===== src/rtl/spi_cfg_master.sv =====
// SPI mode-0 configuration master: shifts one 16-bit {addr, data} frame per accepted command
// and captures the 16 bits returned on poci. Every output comes straight from a flop.
module spi_cfg_master #(
    parameter int unsigned CLK_DIV    = 4,
    parameter int unsigned GAP_CYCLES = 8
) (
    input  logic        clk,
    input  logic        rst,
    input  logic        cmd_valid_i,
    output logic        cmd_ready_o,
    input  logic [3:0]  cmd_addr_i,
    input  logic [11:0] cmd_data_i,
    output logic        sclk_o,
    output logic        pico_o,
    output logic        cs_o,
    input  logic        poci_i,
    output logic [15:0] rx_data_o,
    output logic        done_o,
    output logic        busy_o
);

    typedef enum logic [2:0] {StIdle, StSetup, StShiftHi, StShiftLo, StGap} state_e;

    localparam logic [7:0] DivLast = 8'(CLK_DIV - 1);
    // The IDLE cycle is the last cycle of the CS-high gap, so GAP itself runs one cycle short
    // and is skipped entirely when a single gap cycle is requested.
    localparam bit         HasGap  = (GAP_CYCLES > 1);
    localparam logic [7:0] GapLast = HasGap ? 8'(GAP_CYCLES - 2) : 8'd0;

    state_e      state_q, state_d;
    logic [7:0]  cnt_q, cnt_d;
    logic [3:0]  bit_cnt_q, bit_cnt_d;
    logic [15:0] frame_q, frame_d;
    logic [15:0] rx_sh_q, rx_sh_d;
    logic [15:0] rx_data_q, rx_data_d;
    logic        cs_q, cs_d;
    logic        sclk_q, sclk_d;
    logic        pico_q, pico_d;
    logic        done_q, done_d;
    logic        busy_q, busy_d;
    logic        ready_q, ready_d;

    always_comb begin
        state_d   = state_q;
        cnt_d     = cnt_q;
        bit_cnt_d = bit_cnt_q;
        frame_d   = frame_q;
        rx_sh_d   = rx_sh_q;
        rx_data_d = rx_data_q;
        cs_d      = cs_q;
        sclk_d    = sclk_q;
        pico_d    = pico_q;
        done_d    = 1'b0;

        unique case (state_q)
            StIdle: begin
                if (cmd_valid_i && ready_q) begin
                    frame_d   = {cmd_addr_i, cmd_data_i};
                    cs_d      = 1'b0;
                    sclk_d    = 1'b0;
                    pico_d    = cmd_addr_i[3];
                    cnt_d     = 8'd0;
                    bit_cnt_d = 4'd0;
                    state_d   = StSetup;
                end
            end
            StSetup: begin
                if (cnt_q == DivLast) begin
                    cnt_d                      = 8'd0;
                    sclk_d                     = 1'b1;
                    rx_sh_d[4'd15 - bit_cnt_q] = poci_i;
                    state_d                    = StShiftHi;
                end else begin
                    cnt_d = cnt_q + 8'd1;
                end
            end
            StShiftHi: begin
                if (cnt_q == DivLast) begin
                    cnt_d   = 8'd0;
                    sclk_d  = 1'b0;
                    state_d = StShiftLo;
                    // After the last bit pico simply keeps frame[0].
                    if (bit_cnt_q != 4'd15) begin
                        pico_d = frame_q[4'd14 - bit_cnt_q];
                    end
                end else begin
                    cnt_d = cnt_q + 8'd1;
                end
            end
            StShiftLo: begin
                if (cnt_q == DivLast) begin
                    cnt_d     = 8'd0;
                    bit_cnt_d = bit_cnt_q + 4'd1;
                    if (bit_cnt_q == 4'd15) begin
                        cs_d      = 1'b1;
                        done_d    = 1'b1;
                        rx_data_d = rx_sh_q;
                        state_d   = HasGap ? StGap : StIdle;
                    end else begin
                        sclk_d                     = 1'b1;
                        rx_sh_d[4'd14 - bit_cnt_q] = poci_i;
                        state_d                    = StShiftHi;
                    end
                end else begin
                    cnt_d = cnt_q + 8'd1;
                end
            end
            StGap: begin
                if (cnt_q == GapLast) begin
                    cnt_d   = 8'd0;
                    state_d = StIdle;
                end else begin
                    cnt_d = cnt_q + 8'd1;
                end
            end
            default: begin
                state_d = StIdle;
            end
        endcase

        busy_d  = (state_d != StIdle);
        ready_d = (state_d == StIdle);
    end

    always_ff @(posedge clk) begin
        if (rst) begin
            state_q   <= StIdle;
            cnt_q     <= 8'd0;
            bit_cnt_q <= 4'd0;
            frame_q   <= 16'd0;
            rx_sh_q   <= 16'd0;
            rx_data_q <= 16'd0;
            cs_q      <= 1'b1;
            sclk_q    <= 1'b0;
            pico_q    <= 1'b0;
            done_q    <= 1'b0;
            busy_q    <= 1'b0;
            ready_q   <= 1'b1;
        end else begin
            state_q   <= state_d;
            cnt_q     <= cnt_d;
            bit_cnt_q <= bit_cnt_d;
            frame_q   <= frame_d;
            rx_sh_q   <= rx_sh_d;
            rx_data_q <= rx_data_d;
            cs_q      <= cs_d;
            sclk_q    <= sclk_d;
            pico_q    <= pico_d;
            done_q    <= done_d;
            busy_q    <= busy_d;
            ready_q   <= ready_d;
        end
    end

    assign cmd_ready_o = ready_q;
    assign sclk_o      = sclk_q;
    assign pico_o      = pico_q;
    assign cs_o        = cs_q;
    assign rx_data_o   = rx_data_q;
    assign done_o      = done_q;
    assign busy_o      = busy_q;

endmodule


===== config.mk =====
export PLATFORM = sky130hd
export DESIGN_NAME = spi_cfg_master
export DESIGN_NICKNAME = d
export VERILOG_FILES = /design/src/rtl/spi_cfg_master.sv
export SDC_FILE = /design/constraint.sdc
export NUM_CORES = 1
export LEC_CHECK = 0
export CAP_MARGIN = 20
export CORE_MARGIN = 8
export CORE_UTILIZATION = 40
export DETAILED_ROUTE_END_ITERATION = 8
export GPL_TIMING_DRIVEN = 0
export MAX_ROUTING_LAYER = met4
export PLACE_DENSITY = 0.7
export SETUP_SLACK_MARGIN = 0.05
export SLEW_MARGIN = 20
export SYNTH_ARGS = -nofsm -noshare
export SYNTH_HDL_FRONTEND = slang
export SYNTH_SLANG_ARGS = --single-unit
export TNS_END_PERCENT = 20

===== constraint.sdc =====
create_clock -name clk -period 2.5 [get_ports clk]
set_input_delay 0.5 -clock clk [delete_from_list [all_inputs] [get_ports clk]]
set_output_delay 0.5 -clock clk [all_outputs]
set_load 0.03 [all_outputs]

Word level (Yosys, flattened, before mapping):

Cells that the tools add are included.

* add/subtract/negate cells: 4
* $lt $le $gt $ge: 4
* equal/unequal tests: 15
* multiplexer cells: 40
* bitwise gates (word level): 2
* reduce and logical (&&, ||, !) cells: 21

Operators with widths (count)
* $mux W16: 3
* $bwmux W16: 2
* $pmux W16 S2: 1
* $mux W8: 3
* $pmux W8 S3: 1
* $mux W3: 6
* $pmux W3 S5: 1
* $mux W1: 14
* $ne A2 B2 Y1 const B: 7
* $reduce_and A4 Y1: 3
* $lt A4 B5 Y1 const B: 2
* $add A8 B1 Y8 const B: 1
* $demux W1 S4: 2
* $eq A8 B2 Y1 const B: 1
* $eq A8 B3 Y1 const B: 1
* $ge A4 B1 Y1 const B: 2
* $mux W4: 2
* $pmux W4 S2: 1
* $sub A4 B4 Y4 const A: 2
* $eq A3 B2 Y1 const B: 2
* $logic_not A3 Y1: 2
* $reduce_and A3 Y1: 2
* $reduce_and A6 Y1: 1
* $reduce_bool A2 Y1: 3
* 14 further kinds: 21

* bits in registers: 69
* output and inout bits: 22

Longest topological paths before layout:

Gate-level depths: netlist of run 1.

* depth in word-level cells: 9
* mapped depth: 9
* mapped depth without buffers: 7

Worst setup path after synthesis of run 1:

No wires, ideal clock.

* path kind: reg2reg
* from: reg bit_cnt_q[0]
* to: reg pico_q (netlist: pico_o)
* library setup time: 128 ps
* data arrival time: 1839 ps
* required time: 2372 ps
* setup slack: 534 ps
* cell stages (with the launch flop): 9
* path buffers: 1
* period minus slack after synthesis: 1966 ps
* path through: dfxtp_1 buf_2 inv_1 ha_1 mux4_2 inv_1 o21ai_0 nor3_1 o41ai_1

* longest elaborated chain between the ends: 6
* elaborated cells between the ends (all ways): 9
* those cells by class: add/sub: 1; eq/ne: 2; mux: 5; reduce/logical: 1

Ends and longest elaborated chain
* start, declared: line 32 `logic [3:0] bit_cnt_q, bit_cnt_d;`
* start signal, assigned: line 142 `bit_cnt_q <= bit_cnt_d;`
* $sub A4 B4 Y4: line 84 `pico_d = frame_q[4'd14 - bit_cnt_q];`
* $bmux W1 S4: line 84
* $mux W1 (not written as such): line 84
* $mux W1: line 83 `if (bit_cnt_q != 4'd15) begin`
* $mux W1: line 78 `if (cnt_q == DivLast) begin`
* $pmux W1 S2: line 55 `unique case (state_q)`
* end signal, assigned: line 148 `pico_q <= pico_d;`
* end, declared: line 38 `logic pico_q, pico_d;`

Several ways; a longest one is shown, not always the timed one. The select of a mux whose other input is x is not followed.
A chain may end at the register's enable or synchronous reset.

Worst setup path in the final report of run 1:

Same ends and word-level chain as after synthesis.

==> results of run 1 <==
==> worst reg2reg max path: cells and delay by family (launching register included) <==
kind / cells / cell delay, ps
AO/OA/AOI/OAI: 2 / 160
AND/OR/NAND/NOR: 1 / 220
flip-flops: 1 / 390
adder cells (fa/ha/maj): 1 / 450
buffers and inverters: 3 / 450
multiplexers: 1 / 530
==> layer usage <==
layer	vias to the layer above	share of wire (%)	global-route usage [%]
met3	14	4.4	2.93
met5	-	0	-
li1	1618	-	-
met4	0	1.6	6.36
met1	1420	48	18.9
met2	66	46	24.1
==> final timing paths <==
path                   to  cells after the start  slack, ps          from
max                pico_o                      8        170  bit_cnt_q[0]
min          rx_data_o[5]                      2        450    rx_sh_q[5]
min reg2reg  rx_data_o[5]                      2        450    rx_sh_q[5]
max reg2reg        pico_o                      8        170  bit_cnt_q[0]
==> layout by cell type, fill, tap and decap left out, drive strengths merged, types with 5 or more instances in the layout <==
cell            n
nand2          97
dfxtp          69
a21oi          51
clkdlybuf4s50  41
clkbuf         28
o21ai          22
nand2b         19
nor2           19
nand3          19
mux2i          15
buf            13
nor3           10
inv             9
ha              8
a311oi          6
nand3b          5
nor2b           5
nand4           5
and3            5
==> state kept, by name, indices dropped and copies added, names as in the netlist <==
signal / cells
cnt_q: 8
frame_q: 16
bit_cnt_q: 4
sclk_o: 1
busy_o: 1
cmd_ready_o: 1
cs_o: 1
rx_data_o: 16
done_o: 1
state_q: 3
pico_o: 1
rx_sh_q: 16
==> layout make-up <==
cell class	instances	area (sq um)
inverters	9	33.8
well taps	108	135
repair buffers	41	410
plain buffers	29	146
multi-input cells	326	1940
clock inverters	4	47.5
fillers	864	4360
clock buffers	12	145
flip-flops and latches	69	1380
==> cells by family (layout without fill, tap and decap cells) <==
kind of cell    Yosys count  count (layout)  share of synthesized area (%)
flops                    69              69                           39.5
buf+inv                  38              95                           5.11
fa+ha+maj                 8               8                           2.86
compound gates          103             103                           18.1
simple gates            196             196                           27.5
mux                      19              19                           6.87
==> metrics by stage <==
stage                     instance area, sq um  instances  hold slack [ps]  total power [uW]  worst slack [ps]
after floorplan                           3500        433              432              1310               534
after global placement                    4040        582              441              1400               131
after detailed placement                  4040        582              443              1400              82.2
after CTS                                 4240        598              452              2310               147
after global routing                      4240        598              474              2380              50.6
final                                     4240        598              451              2280               172
==> timing repair <==
item                                    4_1_cts  5_1_grt
gates resized for setup                       0        2
hold buffers                                  0        0
buffers inserted                              0        0
endpoints found under the setup margin        0        1
==> power by group <==
group	internal, uW	switching (uW)	total, uW	leakage, uW
clock	486	420	906	0.0000964
combinational	97.2	129	226	0.000914
sequential	1130	18.4	1150	0.000559
total	1710	568	2280	0.00157
==> results.py, run 1 <==
metrics = {
    "status": {
        "status": "finished, final reports clean",
    },
    "floorplan": {
        "dieHeight_microns": 110,
        "die_w_microns": 110,
        "num_rows": 34,
        "io_pins": 42,
        "start_util_pct": 40.7,
        "fp.dieArea_sq_mm": 0.0120,
        "core_sq_mm": 0.00859,
    },
    "global_route": {
        "overflow": 0,
        "first_global_vias": 2928,
        "antenna_found_initial": 0,
        "grt_max_degree": 12,
        "grt_pass1_wl_mm": 14.1,
        "grtUsageTotal_pct": 15.4,
    },
    "cells_and_area": {
        "areaGrowthSynthToFinish_pct": 21.1,
        "diodes": 0,
        "fin_nets": 513,
        "postLayoutCoreUtil_pct": 49.3,
        "drive_gt1_share_pct": 9.59,
    },
    "synthesis": {
        "yosys.area.top_type": "dfxtp_1",
        "synthCells": 433,
        "synthTopCellsByArea": "dfxtp_1 39%, nand2_1 10%, a21oi_1 6.6%",
        "yosysUniqueCellTypes": 54,
        "ys_ff_latch": 69,
        "seq_area_frac_synth_pct": 39.5,
        "synth_edf_count": 0,
        "netlist_area_sq_mm": 0.00350,
        "yosys_warnings": 0,
        "syn_nets": 461,
        "synth-async-reset-ratio_pct": 0,
        "synth_top_flop_cell": "dfxtp_1",
        "yosysMostFrequentCell": "nand2_1",
        "yosysTopAreaCellShare_pct": 39.5,
        "synth_common_cells": "95 x nand2_1, 69 x dfxtp_1, 46 x a21oi_1",
        "avgSynthCellArea_sq_um": 8.08,
    },
    "run": {
        "maxCapViolCount": 0,
    },
    "clock_network": {
        "cts_buffer_depth": 2,
        "clk_latency_ps": 350,
        "cts-root-buf": "clkbuf_8",
        "numCtsBuffers": 9,
        "cts_tree": "yes",
        "cts.sinks": 69,
        "htree_num_levels": 3,
        "clkTransAtPathRegs_ps": 80,
    },
    "timing": {
        "final_max_slew_viol_count": 0,
        "finalCritPeriodShare_pct": 93.1,
        "period_needed_ps": 2330,
        "maxSlewHeadroom_pct": 53.8,
        "setup_viol": 0,
        "worst_slew_pin_slew_ps": 693,
        "hold_violations": 0,
        "skew_ps": 11.1,
        "rsz0062_at_grt": "false",
        "fmax_ghz": 0.430,
        "tns_ps": 0,
    },
    "routing": {
        "ant_nets": 0,
        "viasPerCell": 5.21,
        "avgRoutedWirePerCell_microns": 14.8,
        "dr.pass1.iters": 4,
        "wirelength_mm": 8.83,
        "drtIter0Drc": 127,
        "vias": 3118,
        "drc_errors": 0,
    },
    "worst_setup_path": {
        "worst-setup-path-type": "reg2reg",
        "path_common_cell": "inv_1",
        "crit_chain": "buf_2 > inv_1 > ha_1 > mux4_2 > inv_1 > o21ai_0 > nor3_1 > o41ai_1",
        "critPathLaunchType": "flop",
        "critical_path.top_delay_family": "multiplexers",
        "cp_slowest_cell": "mux4_2",
        "critPathRequiredTime_ps": 2700,
        "crit_arrival_ps": 2530,
        "end_kind": "flop",
        "slowest_delay_ps": 530,
        "crit_buf_inv": 3,
        "crit_fanout": 9,
    },
    "placement": {
        "gp_congestion": 0.890,
        "port_buffers": 41,
        "place_hpwl_mm": 6.44,
    },
    "power": {
        "p_leak_uw": 0.00157,
        "ir_drop_mv": 0.235,
        "pwr_density_cell_mw_per_mm2": 538,
    },
    "worst_hold_path": {
        "worstHoldPathType": "reg2reg",
    },
}
(Power assumes the default switching activity.)
==> run 2: changes to the inputs <==
CORE_MARGIN = default   (was 8)
DONT_BUFFER_PORTS = 1   (was default)
PLACE_DENSITY = 0.64   (was 0.7)
==> results.py, run 2 (synthesis gave the netlist of run 1 again) <==
metrics = {
    "routing": {
        "drtIter0Drc": 183,
        "top_layer": "met4",
        "drc_errors": 0,
        "ant_nets": 0,
        "wl_met2_mm": 3.73,
        "wirelength_mm": 8.18,
        "viasPerCell": 5.44,
        "vias": 3012,
        "met3WireLength_microns": 349,
        "met1_length_mm": 3.98,
        "avgRoutedWirePerCell_microns": 14.8,
        "dr.pass1.iters": 6,
    },
    "timing": {
        "rsz0062_at_grt": "false",
        "hold_ws_ps": 287,
        "fmax_ghz": 0.448,
        "maxSlewHeadroom_pct": 56.3,
        "finalCritPeriodShare_pct": 89.3,
        "hold_violations": 0,
        "period_needed_ps": 2230,
        "skew_ps": 5.40,
        "setup_viol": 0,
        "final_max_slew_viol_count": 0,
        "worst_slew_pin_slew_ps": 656,
        "tns_ps": 0,
    },
    "run": {
        "maxCapViolCount": 0,
    },
    "power": {
        "switchingPower_uw": 560,
        "switching_share_pct": 24.3,
        "pwr-share-comb_pct": 7.0,
        "intPower_uw": 1750,
        "pwr_density_cell_mw_per_mm2": 600,
        "ir_drop_mv": 0.253,
        "clock_power_share_pct": 42.4,
        "p_seq_share_pct": 50.6,
        "p_leak_uw": 0.00142,
    },
    "clock_network": {
        "cts_buffer_depth": 2,
        "clkTransAtPathRegs_ps": 70,
        "clk_latency_ps": 340,
        "numCtsBuffers": 9,
        "hold_buffers": 0,
        "cts_tree": "yes",
        "cts.sinks": 69,
        "cts-root-buf": "clkbuf_8",
        "cts_resized": 0,
        "htree_num_levels": 3,
        "post-cts-setup-buffer-count": 0,
    },
    "cells_and_area": {
        "layout_common_cells": "95 x nand2_1, 69 x dfxtp_1, 46 x a21oi_1",
        "fin_nets": 472,
        "final_common_cell": "nand2_1",
        "diodes": 0,
        "drive_gt1_share_pct": 10.7,
        "fin_area_sq_mm": 0.00385,
        "areaGrowthSynthToFinish_pct": 9.94,
    },
    "worst_hold_path": {
        "worstHoldPathType": "in2reg",
    },
    "global_route": {
        "grt_pass1_wl_mm": 13.5,
        "grtUsageTotal_pct": 20.1,
        "first_global_vias": 2804,
        "overflow": 0,
        "grt_max_degree": 13,
        "antenna_found_initial": 0,
    },
    "floorplan": {
        "fp.dieArea_sq_mm": 0.00912,
        "start_util_pct": 41.9,
        "core_sq_mm": 0.00834,
        "io_pins": 42,
        "num_rows": 33,
        "dieHeight_microns": 95.5,
        "die_w_microns": 95.5,
    },
    "worst_setup_path": {
        "ff2ff_path_depth": 8,
        "critPathRequiredTime_ps": 2710,
        "reg2reg_slack_ps": 270,
        "end_kind": "flop",
        "worst-setup-path-type": "reg2reg",
        "cp-startpoint": "bit_cnt_q[0]",
        "reg2reg_to": "pico_o",
        "r2r-start": "bit_cnt_q[0]",
        "crit_path_end": "pico_o",
        "crit_fanout": 9,
        "crit_arrival_ps": 2440,
        "critPathLaunchType": "flop",
    },
    "placement": {
        "placedInstanceArea_sq_mm": 0.00363,
        "port_buffers": 0,
        "gp_congestion": 0.899,
        "place_hpwl_mm": 5.95,
    },
    "status": {
        "status": "finished, final reports clean",
    },
}
## run 2: cell count changes in the layout (fill, tap and decap cells not counted)
cell,previous run,this run
clkinv_2,2,1
clkbuf_1,17,16
bufinv_16,1,2
clkinvlp_4,1,3
clkbuf_8,10,9
clkdlybuf4s50_1,41,0
## run 2: how the worst min path moves through the flow
stage | startpoint | end | cells past startpoint
5_1_grt | cmd_data_i[1] | frame_q[1] | 2
4_1_cts | cmd_data_i[5] | frame_q[5] | 2
6_report | cmd_data_i[5] | frame_q[5] | 2
3_5_place_dp | frame_q[6] | frame_q[6] | 2
3_3_place_gp | frame_q[6] | frame_q[6] | 2
2_1_floorplan | rx_sh_q[8] | rx_data_o[8] | 2
## run 2: metrics by stage
stage	power, uW	util, %	setup slack (ps)	std cells
floorplan	1310	-	534	433
global placement	1350	43.5	248	538
detailed placement	1360	43.5	239	538
CTS	2350	46.1	215	554
global route	2410	46.1	54.2	554
finish	2310	46.1	266	554
## run 2: power by group through the flow
stage | Clock, uW | Sequential (uW) | Combinational [uW]
final | 979 | 1170 | 163
after global routing | 1060 | 1170 | 184
after CTS | 1010 | 1170 | 164
after detailed placement | 0 | 1190 | 164
after global placement | 0 | 1190 | 159
after floorplan | 0 | 1190 | 127
## run 2: cell type report
type	count	area [sq um]
clock buffers	10	128
flip-flops and latches	69	1380
inverters	9	33.8
plain buffers	29	146
multi-input cells	326	1940
well taps	105	131
fillers	854	4490
clock inverters	6	87.6
## run 2: worst max-delay path: stages (launching register included)
cell     delay, ps
dfxtp_1        390
buf_2          260
inv_1          110
ha_1           430
mux4_2         520
inv_1           60
o21ai_0         60
nor3_1         170
o41ai_1         90
## run 2: routing by layer
metal	global-route usage [%]	up-vias
met5	-	-
met4	8.71	0
met3	3.83	9
met2	31.5	76
met1	25.3	1393
li1	-	1534
==> run 3: changes to the inputs <==
clock period = 2.8 ns   (was 2.5 ns; I/O delays follow)
==> results.py, run 3 (synthesis gave the netlist of run 1 again) <==
metrics = {
    "routing": {
        "avgRoutedWirePerCell_microns": 14.7,
        "vias": 3009,
        "wirelength_mm": 8.16,
        "viasPerCell": 5.43,
        "dr.pass1.iters": 5,
        "drc_errors": 0,
        "drtIter0Drc": 183,
        "ant_nets": 0,
    },
    "clock_network": {
        "clkTransAtPathRegs_ps": 70,
        "clk_latency_ps": 340,
        "numCtsBuffers": 9,
        "cts-root-buf": "clkbuf_8",
        "cts_resized": 0,
        "cts_tree": "yes",
        "cts_buffer_depth": 2,
        "htree_num_levels": 3,
        "post-cts-setup-buffer-count": 0,
        "hold_buffers": 0,
        "cts.sinks": 69,
    },
    "run": {
        "maxCapViolCount": 0,
    },
    "cells_and_area": {
        "drive_gt1_share_pct": 10.5,
        "final_common_cell": "nand2_1",
        "postLayoutCoreUtil_pct": 46.1,
        "nFillCells": 855,
        "fin_nets": 472,
        "areaGrowthSynthToFinish_pct": 9.91,
        "layout_common_cells": "95 x nand2_1, 69 x dfxtp_1, 46 x a21oi_1",
        "diodes": 0,
    },
    "timing": {
        "rsz0062_at_grt": "false",
        "maxSlewHeadroom_pct": 56.3,
        "final_max_slew_viol_count": 0,
        "skew_ps": 5.38,
        "tns_ps": 0,
        "finalCritPeriodShare_pct": 79.6,
        "fmax_ghz": 0.449,
        "period_needed_ps": 2230,
        "hold_violations": 0,
        "worst_slew_pin_slew_ps": 656,
        "setup_viol": 0,
    },
    "global_route": {
        "grt_pass1_wl_mm": 13.5,
        "grtUsageTotal_pct": 20.1,
        "first_global_vias": 2804,
        "grt_max_degree": 13,
        "antenna_found_initial": 0,
        "overflow": 0,
    },
    "floorplan": {
        "core_sq_mm": 0.00834,
        "io_pins": 42,
        "dieHeight_microns": 95.5,
        "die_w_microns": 95.5,
        "fp.dieArea_sq_mm": 0.00912,
        "num_rows": 33,
        "start_util_pct": 41.9,
    },
    "placement": {
        "gp_congestion": 0.899,
        "port_buffers": 0,
        "place_hpwl_mm": 5.95,
    },
    "worst_setup_path": {
        "worst-setup-path-type": "reg2reg",
        "end_kind": "flop",
        "crit_fanout": 9,
        "crit_arrival_ps": 2440,
        "critPathRequiredTime_ps": 3010,
        "critPathLaunchType": "flop",
    },
    "power": {
        "ir_drop_mv": 0.226,
        "p_leak_uw": 0.00142,
        "pwr_density_cell_mw_per_mm2": 536,
    },
    "status": {
        "status": "finished, final reports clean",
    },
    "worst_hold_path": {
        "worstHoldPathType": "in2reg",
    },
}
-- run 3: cell counts in the layout (fill, tap and decap cells not counted) --
Identical to the previous run, type by type.
-- run 3: worst paths after layout --
| check | slack (ps) | endpoint | startpoint | cells past startpoint |
|---|---|---|---|---|
| worst max-delay path | 570 | pico_o | bit_cnt_q[0] | 8 |
| worst min register to register | 450 | rx_data_o[5] | rx_sh_q[5] | 2 |
| worst max register to register | 570 | pico_o | bit_cnt_q[0] | 8 |
| worst min-delay path | 350 | frame_q[5] | cmd_data_i[5] | 2 |
-- run 3: layout make-up --
cell class | instances | area, sq um | area share [%]
clock buffers | 10 | 128 | 3.32
plain buffers | 29 | 145 | 3.77
well taps | 105 | 131 | 3.42
clock inverters | 6 | 87.6 | 2.28
inverters | 9 | 33.8 | 0.879
flip-flops and latches | 69 | 1380 | 35.9
multi-input cells | 326 | 1940 | 50.4
-- run 3: power by group --
| group | total, uW | internal [uW] | switching, uW | leakage [uW] |
|---|---|---|---|---|
| Clock | 873 | 500 | 373 | 0.0000985 |
| Combinational | 145 | 52.7 | 92.5 | 0.000759 |
| Sequential | 1040 | 1010 | 33.2 | 0.000559 |
-- run 3: per-stage QoR --
step	setup WS (ps)	total power (uW)	instance area [sq um]	instances	hold slack, ps
4_1_cts	515	2090	3840	554	328
6_report	572	2060	3840	554	349
2_1_floorplan	834	1170	3500	433	432
3_5_place_dp	539	1210	3630	538	447
5_1_grt	334	2150	3840	554	330
3_3_place_gp	548	1210	3630	538	441
-- run 3: routing by layer --
layer,GRT usage [%],part of all wire [%]
met3,3.83,5.6
met2,31.5,45
met4,8.71,1.3
met1,25.3,48
met5,-,0
-- run 3: critical path, stage by stage (launching register included) --
cell     delay (ps)
dfxtp_1         390
buf_2           260
inv_1           110
ha_1            430
mux4_2          520
inv_1            60
o21ai_0          60
nor3_1          170
o41ai_1          80
==> variant: new RTL, config.mk and constraints of run 1 <==
Encoding of `state_e`: now one-hot (5 bits for 5 states).
--- a/src/rtl/spi_cfg_master.sv
+++ b/src/rtl/spi_cfg_master.sv
@@ -20,5 +20,5 @@
 );
 
-    typedef enum logic [2:0] {StIdle, StSetup, StShiftHi, StShiftLo, StGap} state_e;
+    typedef enum logic [4:0] {StIdle = 5'b00001, StSetup = 5'b00010, StShiftHi = 5'b00100, StShiftLo = 5'b01000, StGap = 5'b10000} state_e;
 
     localparam logic [7:0] DivLast = 8'(CLK_DIV - 1);
Function: no difference found for any inputs over 10 cycles, from zero or initial values and one cycle with rst high; not proved beyond that.
==> variant against run 1 <==
  * Total power grew 2.7%
  * Clock skew fell by 0.55 ps
  * Synthesized cell count up 6.5%
  * Sequential cell count grew 2
  * Count of clock-buffer cells in the layout unchanged
  * Area after synthesis grew 5.0%
  * Routed wire length is 13% higher
  * Setup slack better by 42 ps
  * Clock power grew 6.3%
  * Cell area up 4.9%
  * Largest cell class unchanged
==> variant: results (changes against run 1) <==
* Status: finished clean
* Placed Area at 0.00422 mm2 (+4.4%)
* GR Util All Layers at 16.7% (+1.4 points)
* Worst Hold End: rx_data_o[10]
* Register area share after synthesis at 38.7% (-0.79 points)
* Aggregate routed wire length at 9960 um (+13%)
* Fmax achieved at 437 MHz (+1.8%)
* Vias in the first global route at 3427 (+17%)
* Vias per inst at 5.52 (+5.9%)
* Placer's final routability congestion estimate at 0.888 (-0.26%)
* Count of different cell masters after synthesis at 56 (+3.7%)
* Final HPWL DP at 7380 um (+15%)
* Leak at 1.59 nW (+1.6%)
* Wire per inst at 15.8 um (+7.2%)
* First-pass iteration count of the detailed router at 5 (+1)
* Worst Hold Launch: rx_data_o[10]
* Largest net degree at the start of global routing at 13 (+1)
* Nets at 541 (+5.5%)
* Synth top area cells: dfxtp_1 (39%), nand2_1 (11%), a21oi_1 (7.2%)
* Filler instances at 894 (+3.5%)
* Peak per-stage delay on the critical path at 430 ps (-100 ps)
* Starting DRT DRC Count at 220 (+73%)
* VDD IR max at 335 uV (+42%)
* Count of mapped cells out of synthesis at 461 (+6.5%)
* Syn nets at 489 (+6.1%)
* CP Max Fanout at 10 (+1)
* Post-synth top cells: nand2_1 (109), dfxtp_1 (71), a21oi_1 (53)
* Global-route wire length before repair at 16700 um (+19%)
* Cts repair resizes at 1 (+1)
* Placed Cells at 613 (+5.3%)
* Critical path's slowest cell: ha_2
* Pint at 1.76 mW (+2.9%)
variant: changes by cell type in the layout (fill, tap and decap cells not counted), sizes merged, moves of 4 or more:
cell	before	now
nand2b	19	2
nand3	19	28
a311oi	6	0
or3	0	4
nand2	97	111
and4	0	4
variant: routing by layer:
| layer | part of all wire (%) | GRT usage [%] | vias to the layer above |
|---|---|---|---|
| met5 | 0 | - | - |
| met4 | 1.7 | 7.11 | 0 |
| met3 | 4.9 | 3.84 | 15 |
| met2 | 47 | 26.6 | 109 |
| met1 | 47 | 19.9 | 1611 |
| li1 | - | - | 1739 |
variant: power groups by stage:
| stage | Sequential, mW | Clock (mW) | Combinational, mW |
|---|---|---|---|
| after global placement | 1.20 | 0 | 0.205 |
| after global routing | 1.17 | 1.04 | 0.230 |
| after detailed placement | 1.20 | 0 | 0.209 |
| final | 1.17 | 0.963 | 0.209 |
| after CTS | 1.17 | 0.981 | 0.209 |
| after floorplan | 1.21 | 0 | 0.118 |
variant: final cells by class:
| cell class | count | area, um2 | area share (%) |
|---|---|---|---|
| inverters | 7 | 26.3 | 0.591 |
| multi-input cells | 355 | 2110 | 47.4 |
| clock inverters | 4 | 53.8 | 1.21 |
| flip-flops and latches | 71 | 1420 | 32.0 |
| plain buffers | 28 | 133 | 2.98 |
| repair buffers | 41 | 410 | 9.23 |
| well taps | 111 | 139 | 3.12 |
| clock buffers | 12 | 155 | 3.49 |
variant: cell families after synthesis:
kind of cell | count (synthesis) | synth area share (%)
muxes | 22 | 7.36
adders and majority gates | 8 | 2.72
buffers and inverters | 35 | 4.26
and+or+nand+nor | 218 | 29.6
DFF | 71 | 38.7
xor gates and xnor gates | 3 | 0.715
AOI/OAI and AO/OA | 104 | 16.7
